`config.mk`:
```
export PLATFORM = sky130hd
export DESIGN_NAME = hier_node_dispatch
export DESIGN_NICKNAME = d
export VERILOG_FILES = /design/src/rtl/hier_node_dispatch.sv
export SDC_FILE = /design/constraint.sdc
export NUM_CORES = 1
export LEC_CHECK = 0
export ABC_AREA = 1
export CAP_MARGIN = 10
export CORE_ASPECT_RATIO = 0.75
export CORE_MARGIN = 2
export CORE_UTILIZATION = 40
export DETAILED_ROUTE_END_ITERATION = 10
export DONT_BUFFER_PORTS = 1
export GPL_TIMING_DRIVEN = 0
export SYNTH_ARGS = -nofsm -noshare
export SYNTH_HDL_FRONTEND = slang
export SYNTH_SLANG_ARGS = --single-unit
```
`constraint.sdc`:
```
create_clock -name clk -period 3.85 [get_ports clk]
set_input_delay 0.5775 -clock clk [delete_from_list [all_inputs] [get_ports clk]]
set_output_delay 0.5775 -clock clk [all_outputs]
set_load 0.02 [all_outputs]
```
`src/rtl/hier_node_dispatch.sv`:
```
// Hierarchy node: fans one parent command out to NUM_CHILDREN channels (broadcast or sequential)
// and returns the aggregated per-child error status. Optional phase timeout: HIER_NODE_TIMEOUT_EN.
module hier_node_dispatch #(
    parameter int NUM_CHILDREN = 15,
    parameter int DATA_W       = 16,
    parameter int TIMEOUT_CYC  = 255
) (
    input  logic                    clk,
    input  logic                    rst_n,
    input  logic                    req_valid,
    output logic                    req_ready,
    input  logic [DATA_W-1:0]       req_data,
    input  logic                    req_mode,
    input  logic [NUM_CHILDREN-1:0] req_mask,
    output logic                    rsp_valid,
    input  logic                    rsp_ready,
    output logic [NUM_CHILDREN-1:0] rsp_status,
    output logic                    rsp_err,
    output logic                    rsp_timeout,
    output logic [NUM_CHILDREN-1:0] child_valid,
    output logic [DATA_W-1:0]       child_data,
    input  logic [NUM_CHILDREN-1:0] child_ack,
    input  logic [NUM_CHILDREN-1:0] child_err
);
    localparam int IDX_W = (NUM_CHILDREN > 1) ? $clog2(NUM_CHILDREN) : 1;

    typedef enum logic [1:0] {IDLE, BCAST, SEQ, RESP} state_t;

    typedef struct packed {
        logic [DATA_W-1:0]       data;
        logic [NUM_CHILDREN-1:0] mask;
    } cmd_t;

    state_t                  state, state_n;
    cmd_t                    cmd_q, cmd_n;
    logic [NUM_CHILDREN-1:0] pend_q, pend_n, stat_q, stat_n;
    logic [NUM_CHILDREN-1:0] sel, hit, above;
    logic [IDX_W-1:0]        idx_q, idx_n, first_idx, next_idx;
    logic                    next_found;

`ifdef HIER_NODE_TIMEOUT_EN
    localparam int CNT_W = $clog2(TIMEOUT_CYC + 1);
    logic [CNT_W-1:0] cnt_q, cnt_n;
    logic             tout_q, tout_n;
`endif

    assign sel = NUM_CHILDREN'(1) << idx_q;

    // Lowest requested child, and next enabled child strictly above the current index.
    always_comb begin
        first_idx  = '0;
        next_idx   = '0;
        next_found = 1'b0;
        above      = '0;
        for (int i = NUM_CHILDREN - 1; i >= 0; i--) begin
            if (req_mask[i]) first_idx = IDX_W'(i);
            if (IDX_W'(i) > idx_q) begin
                above[i] = 1'b1;
                if (cmd_q.mask[i]) begin
                    next_idx   = IDX_W'(i);
                    next_found = 1'b1;
                end
            end
        end
    end

    always_comb begin
        child_valid = '0;
        case (state)
            BCAST:   child_valid = pend_q;
            SEQ:     child_valid = sel;
            default: child_valid = '0;
        endcase
    end

    // Acks only count while the matching valid is high.
    assign hit = child_ack & child_valid;

    always_comb begin
        state_n   = state;
        cmd_n     = cmd_q;
        pend_n    = pend_q;
        stat_n    = stat_q;
        idx_n     = idx_q;
        req_ready = 1'b0;
        rsp_valid = 1'b0;
`ifdef HIER_NODE_TIMEOUT_EN
        cnt_n     = cnt_q;
        tout_n    = tout_q;
`endif
        case (state)
            IDLE: begin
                req_ready = 1'b1;
                if (req_valid) begin
                    cmd_n  = '{data: req_data, mask: req_mask};
                    pend_n = req_mask;
                    stat_n = '0;
                    idx_n  = first_idx;
`ifdef HIER_NODE_TIMEOUT_EN
                    cnt_n  = CNT_W'(1);
                    tout_n = 1'b0;
`endif
                    if (req_mask == '0) state_n = RESP;
                    else if (req_mode)  state_n = SEQ;
                    else                state_n = BCAST;
                end
            end
            BCAST: begin
                pend_n = pend_q & ~hit;
                stat_n = stat_q | (hit & child_err);
                if (pend_n == '0) state_n = RESP;
`ifdef HIER_NODE_TIMEOUT_EN
                else if (cnt_q == CNT_W'(TIMEOUT_CYC)) begin
                    stat_n  = stat_q | (hit & child_err) | pend_n;
                    tout_n  = 1'b1;
                    state_n = RESP;
                end else cnt_n = cnt_q + CNT_W'(1);
`endif
            end
            SEQ: begin
                if (|hit) begin
                    stat_n = stat_q | (hit & child_err);
                    if (next_found) idx_n = next_idx;
                    else            state_n = RESP;
`ifdef HIER_NODE_TIMEOUT_EN
                    cnt_n = CNT_W'(1);
                end else if (cnt_q == CNT_W'(TIMEOUT_CYC)) begin
                    stat_n  = stat_q | (cmd_q.mask & (above | sel));
                    tout_n  = 1'b1;
                    state_n = RESP;
                end else begin
                    cnt_n = cnt_q + CNT_W'(1);
`endif
                end
            end
            RESP: begin
                rsp_valid = 1'b1;
                if (rsp_ready) state_n = IDLE;
            end
            default: state_n = IDLE;
        endcase
    end

    always_ff @(posedge clk) begin
        if (!rst_n) begin
            state  <= IDLE;
            cmd_q  <= '0;
            pend_q <= '0;
            stat_q <= '0;
            idx_q  <= '0;
`ifdef HIER_NODE_TIMEOUT_EN
            cnt_q  <= '0;
            tout_q <= 1'b0;
`endif
        end else begin
            state  <= state_n;
            cmd_q  <= cmd_n;
            pend_q <= pend_n;
            stat_q <= stat_n;
            idx_q  <= idx_n;
`ifdef HIER_NODE_TIMEOUT_EN
            cnt_q  <= cnt_n;
            tout_q <= tout_n;
`endif
        end
    end

    assign child_data = cmd_q.data;
    assign rsp_status = (state == RESP) ? stat_q : '0;
    assign rsp_err    = |rsp_status;
`ifdef HIER_NODE_TIMEOUT_EN
    assign rsp_timeout = (state == RESP) & tout_q;
`else
    assign rsp_timeout = 1'b0;
`endif

endmodule
```
Word level (Yosys, flattened, before mapping)
Index checks and enable logic that the tools add are counted.
{"block": "classes", "shifts": 1, "muxes": 96, "n_mul": 0, "magnitude_cmp": 15, "n_reduce_logical": 13, "n_div": 0, "n_eq_ne": 9, "n_bitwise": 5, "addsub": 0}
{"operator": "4-bit 2-to-1 mux", "count": 48}
{"operator": "15-bit 2-to-1 mux", "count": 4}
{"operator": "15-bit one-hot mux with 2 select lines", "count": 2}
{"operator": "15-bit AND", "count": 3}
{"operator": "15-bit one-hot mux with 3 select lines", "count": 1}
{"operator": "1-bit 2-to-1 mux", "count": 32}
{"operator": "15-bit logical NOT", "count": 2}
{"operator": "15-bit OR reduction", "count": 2}
{"operator": "4-bit greater-than comparator, first input constant", "count": 7}
{"operator": "3-bit by 4-bit greater-than comparator with 1-bit output, first input constant", "count": 4}
{"operator": "15-bit inverter", "count": 1}
{"operator": "15-bit bitwise OR", "count": 1}
{"operator": "1-bit by 4-bit << shifter with 15-bit output, first input constant", "count": 1}
{"operator": "2-bit 2-to-1 mux", "count": 7}
{"operator": "2-bit inequality test, second input constant", "count": 6}
{"operator": "1-bit by 4-bit greater-than comparator with 1-bit output, first input constant", "count": 2}
{"operator": "2-bit by 4-bit greater-than comparator with 1-bit output, first input constant", "count": 2}
{"operator": "2-bit one-hot mux with 4 select lines", "count": 1}
{"operator": "4-bit one-hot mux with 2 select lines", "count": 1}
{"operator": "5-bit AND reduction", "count": 1}
{"operator": "2-bit equality test, second input constant", "count": 2}
{"operator": "2-bit AND reduction", "count": 2}
{"operator": "4-bit AND reduction", "count": 1}
{"operator": "2-bit nonzero test", "count": 2}
{"operator": "4 further kinds", "count": 4}
{"block": "totals", "latch_bits": 0, "mem_count": 0, "rom_bits": 0, "mem_bits_rw": 0, "out_inout_bits": 50, "wordCells": 145, "ff_bits": 67, "in_bits": 66}

Depth between registers and ports, before layout
{"block": "logic_depth", "depth_word": 33, "mapped_depth": 18, "ltp_nobuf": 17}

Least setup slack after synthesis
OpenSTA, ideal clock, no wires.
{"block": "synth_path", "path_kind": "register to register", "startpoint": "reg state[0]", "endpoint": "reg stat_q[0]", "path_buffers": 2, "path_stages_with_launch": 14, "required_ns": 3.735, "synth_period_minus_slack_ns": 2.311, "path_slack_ns": 1.539, "setup_ns": 0.115, "arrival_ns": 2.195, "cell_sequence": "dfxtp_1 inv_1 ha_1 buf_2 inv_2 a21oi_2 nand2_1 nand2_1 nor2_1 nand4_4 nand3_4 o21ai_4 buf_6 a21oi_2"}
{"block": "synth_via", "word_cells_on_any_way": 14, "classes_between": "4 x eq/ne; 3 x mux; 3 x bitwise; 4 x reduce/logical"}
{"element": "start, declared", "line": "34", "text": "state_t state, state_n;"}
{"element": "start signal, assigned", "line": "156", "text": "state <= state_n;"}
{"element": "2-bit equality test / 2-bit by 1-bit equality test with 1-bit output (equally long branches)", "line": "69", "text": "case (state)"}
{"element": "15-bit one-hot mux with 2 select lines (*)", "line": "69"}
{"element": "via child_valid[3]", "line": "20", "text": "output logic [NUM_CHILDREN-1:0] child_valid,"}
{"element": "15-bit AND (*)", "line": "77", "text": "assign hit = child_ack & child_valid;"}
{"element": "15-bit OR reduction (*)", "line": "121", "text": "if (|hit) begin"}
{"element": "2-bit inequality test (no line) (*)"}
{"element": "3-bit AND reduction (no line) (*)"}
{"element": "end signal, assigned", "line": "159", "text": "stat_q <= stat_n;"}
{"element": "end, declared", "line": "36", "text": "logic [NUM_CHILDREN-1:0] pend_q, pend_n, stat_q, stat_n;"}
Mark *: on every way through the listed nets, which the timed path passes. The rest lies on a longest branch. The select of a mux whose other input is x is not followed.
A chain may end at the register's enable or synchronous reset.

Worst setup path after layout
{"block": "layout_path", "startpoint": "reg state[0]", "endpoint": "out rsp_err"}
{"block": "layout_via", "elab_chain_cells": 3}
{"element": "2-bit equality test", "line": "169", "text": "assign rsp_status = (state == RESP) ? stat_q : '0;"}
{"element": "15-bit 2-to-1 mux", "line": "169"}
{"element": "via rsp_status[0]", "line": "17", "text": "output logic [NUM_CHILDREN-1:0] rsp_status,"}
{"element": "15-bit OR reduction", "line": "170", "text": "assign rsp_err = |rsp_status;"}
{"element": "end, declared", "line": "18", "text": "output logic rsp_err,"}
The timed path passes the listed nets, and every way through them passes these cells.

==> results.sh <==
export IMPL_outcome="complete, no violations"
export IMPL_placed_cells=762
export IMPL_worstPathMaxFanout=10
export IMPL_drive_gt1_share_pct=14.33
export IMPL_period_share_pct=79.50
export IMPL_wl_per_cell_um=15.82
export IMPL_hold_buffers=0
export IMPL_crit_required_ns=3.27
export IMPL_worst_path_most_repeated_cell="clkbuf_1"
export IMPL_fin_area_sq_mm=0.004619
export IMPL_utilization_pct=45.42
export IMPL_maxCapViolations=0
export IMPL_hold_violations=0
export IMPL_cts_root_buffer="clkbuf_16"
export IMPL_nets=708
export IMPL_vias_per_cell=5.253
export IMPL_clockBufferDepth=2
export IMPL_syn_area_sq_mm=0.004144
export IMPL_htreeDepth=3
export IMPL_synth_main_ff_cell="dfxtp_1"
export IMPL_setup_tns_final_ns=0
export IMPL_portBuffers=0
export IMPL_clk_latency_ns=0.34
export IMPL_synth_edf_count=0
export IMPL_ys_warn_count=0
export IMPL_end_kind="output pin"
export IMPL_synth_area_top_cells="dfxtp_1 (32%), nand2_1 (12%), nand3_1 (6.9%)"
export IMPL_ir_drop_mv=0.2374
export IMPL_async_flop_share_pct=0
export IMPL_ys_seq_area_share_pct=31.88
export IMPL_drtPass1Iterations=5
export IMPL_hp_class="input port to flip-flop"
export IMPL_fin_skew_ns=0.006602
export IMPL_pre_cts_ws_ns=1.109
export IMPL_finalCriticalPeriod_ns=3.061
export IMPL_crit_path_top_delay_cell="nor4_1"
export IMPL_min_to="cmd_q[10]$_SDFFE_PN0P_"
export IMPL_drcViolationCount=0
export IMPL_rsz0062_at_grt="no"
export IMPL_post_cts_buffers=0
export IMPL_n_antenna_cell=0
export IMPL_yosys_area_top_type="dfxtp_1"
export IMPL_syn_instance_count=626
export IMPL_max_freq_mhz=326.7
export IMPL_grt_pass1_vias=3821
export IMPL_cts_resized=0
export IMPL_netlist_cell_type_count=38
export IMPL_path_clk_slew_ns=0.06
export IMPL_core_area_sq_mm=0.01017
export IMPL_grt_usage_pct=22.20
export IMPL_rrSetupSlack_ns=1.05
export IMPL_row_count=32
export IMPL_area_delta_synth_final_pct=11.47
export IMPL_numClockSinks=66
export IMPL_dieWidth_um=121.5
export IMPL_crit_chain="ha_1, clkbuf_1, clkbuf_1, nand2_1, inv_1, nor4_1, nand3_1"
export IMPL_regToRegEndpoint="stat_q[3]$_SDFFE_PN0P_"
export IMPL_num_vias=4087
export IMPL_ant_nets=0
export IMPL_io_pins=116
export IMPL_gp_congestion=0.9126
export IMPL_cts_tree="built"
export IMPL_cpPeakStageDelay_ns=0.42
export IMPL_startpoint_type="flip-flop"
export IMPL_place_detailed_hpwl_mm=9.720
export IMPL_worstHoldStart="req_mask[10]"
export IMPL_yosys_area_top_type_share_pct=31.88
export IMPL_crit_type="flip-flop to output pin"
export IMPL_setup_viol=0
export IMPL_power_mw=3.002
export IMPL_tightest_slew_ns=0.6839
export IMPL_start_util_pct=40.75
export IMPL_worstPathArrival_ns=2.48
export IMPL_dpl_cell_area_sq_mm=0.004314
export IMPL_drt_iter0_drc=298
export IMPL_syn_area_per_cell_sq_um=6.620
export IMPL_max_slew_margin_pct=53.99
export IMPL_grt_pass1_wl_mm=19.37
export IMPL_grt_max_degree=13
export IMPL_reg2reg_depth=13
export IMPL_whs_path_depth=2
export IMPL_p_leak_nw=1.943
export IMPL_antenna_found_initial=0
export IMPL_layoutNonFillerInstCount=778
export IMPL_pwr_density_cell_mw_per_mm2=649.9
export IMPL_die_h_um=92.15
export IMPL_rr_startpoint="state[0]$_SDFFE_PN0P_"
export IMPL_layout_setup_ws_ns=0.7894
export IMPL_drt_total_wl_mm=12.31
export IMPL_cts_buffers=9
export IMPL_synth_seq_cells=66
export IMPL_syn_nets=697
export IMPL_maxSlewViolCount=0
export IMPL_die_area_sq_mm=0.01120
export IMPL_overflow=0
export IMPL_fin_hold_ws_ns=0.3903
==> registers in the layout, indices dropped and copies added (netlist names) <==
signal,cells
child_data,16
pend_q,15
stat_q,15
cmd_q,14
idx_q,4
state,2
==> area by class of cell <==
| cell class | count | area, sq um |
|---|---|---|
| buffer | 44 | 276.5 |
| clock buffer | 10 | 239.0 |
| clock inverter | 6 | 66.31 |
| fill | 1092 | 5550 |
| inverter | 78 | 300.3 |
| multi-input combinational | 438 | 2246 |
| sequential | 66 | 1321 |
| tap | 136 | 170.2 |
==> cells in the mapped netlist, types with 4 or more instances <==
| master | count |
|---|---|
| nand2_1 | 132 |
| inv_1 | 68 |
| dfxtp_1 | 66 |
| nor2_1 | 64 |
| nand3_1 | 57 |
| o21ai_0 | 55 |
| a21oi_1 | 25 |
| buf_4 | 19 |
| clkbuf_1 | 18 |
| a31oi_1 | 16 |
| a21oi_2 | 15 |
| or2_0 | 15 |
| inv_2 | 7 |
| nand2_2 | 7 |
| nand4_1 | 6 |
| buf_6 | 5 |
| ha_1 | 5 |
| nor2_2 | 5 |
| nor4_1 | 5 |
| o22ai_1 | 5 |
| nor3_1 | 4 |
==> routing by layer <==
layer	routed length [um]	global-route usage (%)	vias up
li1	-	-	2038
met1	6024	32.22	1901
met2	5195	32.49	138
met3	975	6.219	10
met4	110	4.885	0
met5	0	0	-
==> cells by family (layout without fill, tap and decap cells) <==
family | after synthesis | count (layout) | synth area share, %
other cells | 1 | 1 | 0.09049
flops | 66 | 66 | 31.88
compound gates | 128 | 128 | 19.05
fa+ha+maj | 5 | 5 | 1.510
buf+inv | 122 | 138 | 13.92
simple gates | 304 | 304 | 33.54
==> how the worst max path moves through the flow <==
| stage | startpoint | to | slack [ns] | cells past startpoint |
|---|---|---|---|---|
| final | state[0]$_SDFFE_PN0P_ | rsp_err | 0.79 | 7 |
| after global routing | state[0]$_SDFFE_PN0P_ | rsp_err | 0.64 | 7 |
| after CTS | state[0]$_SDFFE_PN0P_ | rsp_err | 0.84 | 7 |
| after detailed placement | state[1]$_SDFFE_PN0P_ | stat_q[5]$_SDFFE_PN0P_ | 1.11 | 13 |
| after global placement | state[0]$_SDFFE_PN0P_ | stat_q[2]$_SDFFE_PN0P_ | 1.15 | 13 |
| after floorplan | state[0]$_SDFFE_PN0P_ | stat_q[0]$_SDFFE_PN0P_ | 1.54 | 13 |
==> power by group <==
group	internal, mW	leakage (nW)	total, mW	switching [mW]
combinational	0.388	1.26	1.17	0.778
sequential	0.862	0.544	0.995	0.133
clock	0.518	0.141	0.842	0.323
==> critical path: cells and delay by family, from the launching register on <==
| kind | cells | cell delay, ns |
|---|---|---|
| and+or+nand+nor | 3 | 0.84 |
| DFF | 1 | 0.34 |
| adders and majority gates | 1 | 0.31 |
| buffers and inverters | 3 | 0.66 |
==> layout by cell type (no fill, tap or decap), types with 2 or more instances in the layout <==
cell type,n
or2_0,15
a21oi_4,2
a31oi_1,16
nand2_1,132
nand4_1,6
nor2_4,3
nor4_1,5
clkbuf_1,18
inv_2,7
a21oi_1,25
clkbuf_16,9
nand3_2,2
o21ai_0,55
clkinvlp_4,3
ha_1,5
nor2_1,64
nor2_2,5
nand2_2,7
nor3_1,4
buf_4,19
buf_2,2
buf_6,5
o22ai_2,3
dfxtp_1,66
o21ai_1,2
o21bai_1,3
inv_1,68
a21oi_2,15
nand3_1,57
o22ai_1,5
No activity file was read; power rests on OpenSTA's default activity.
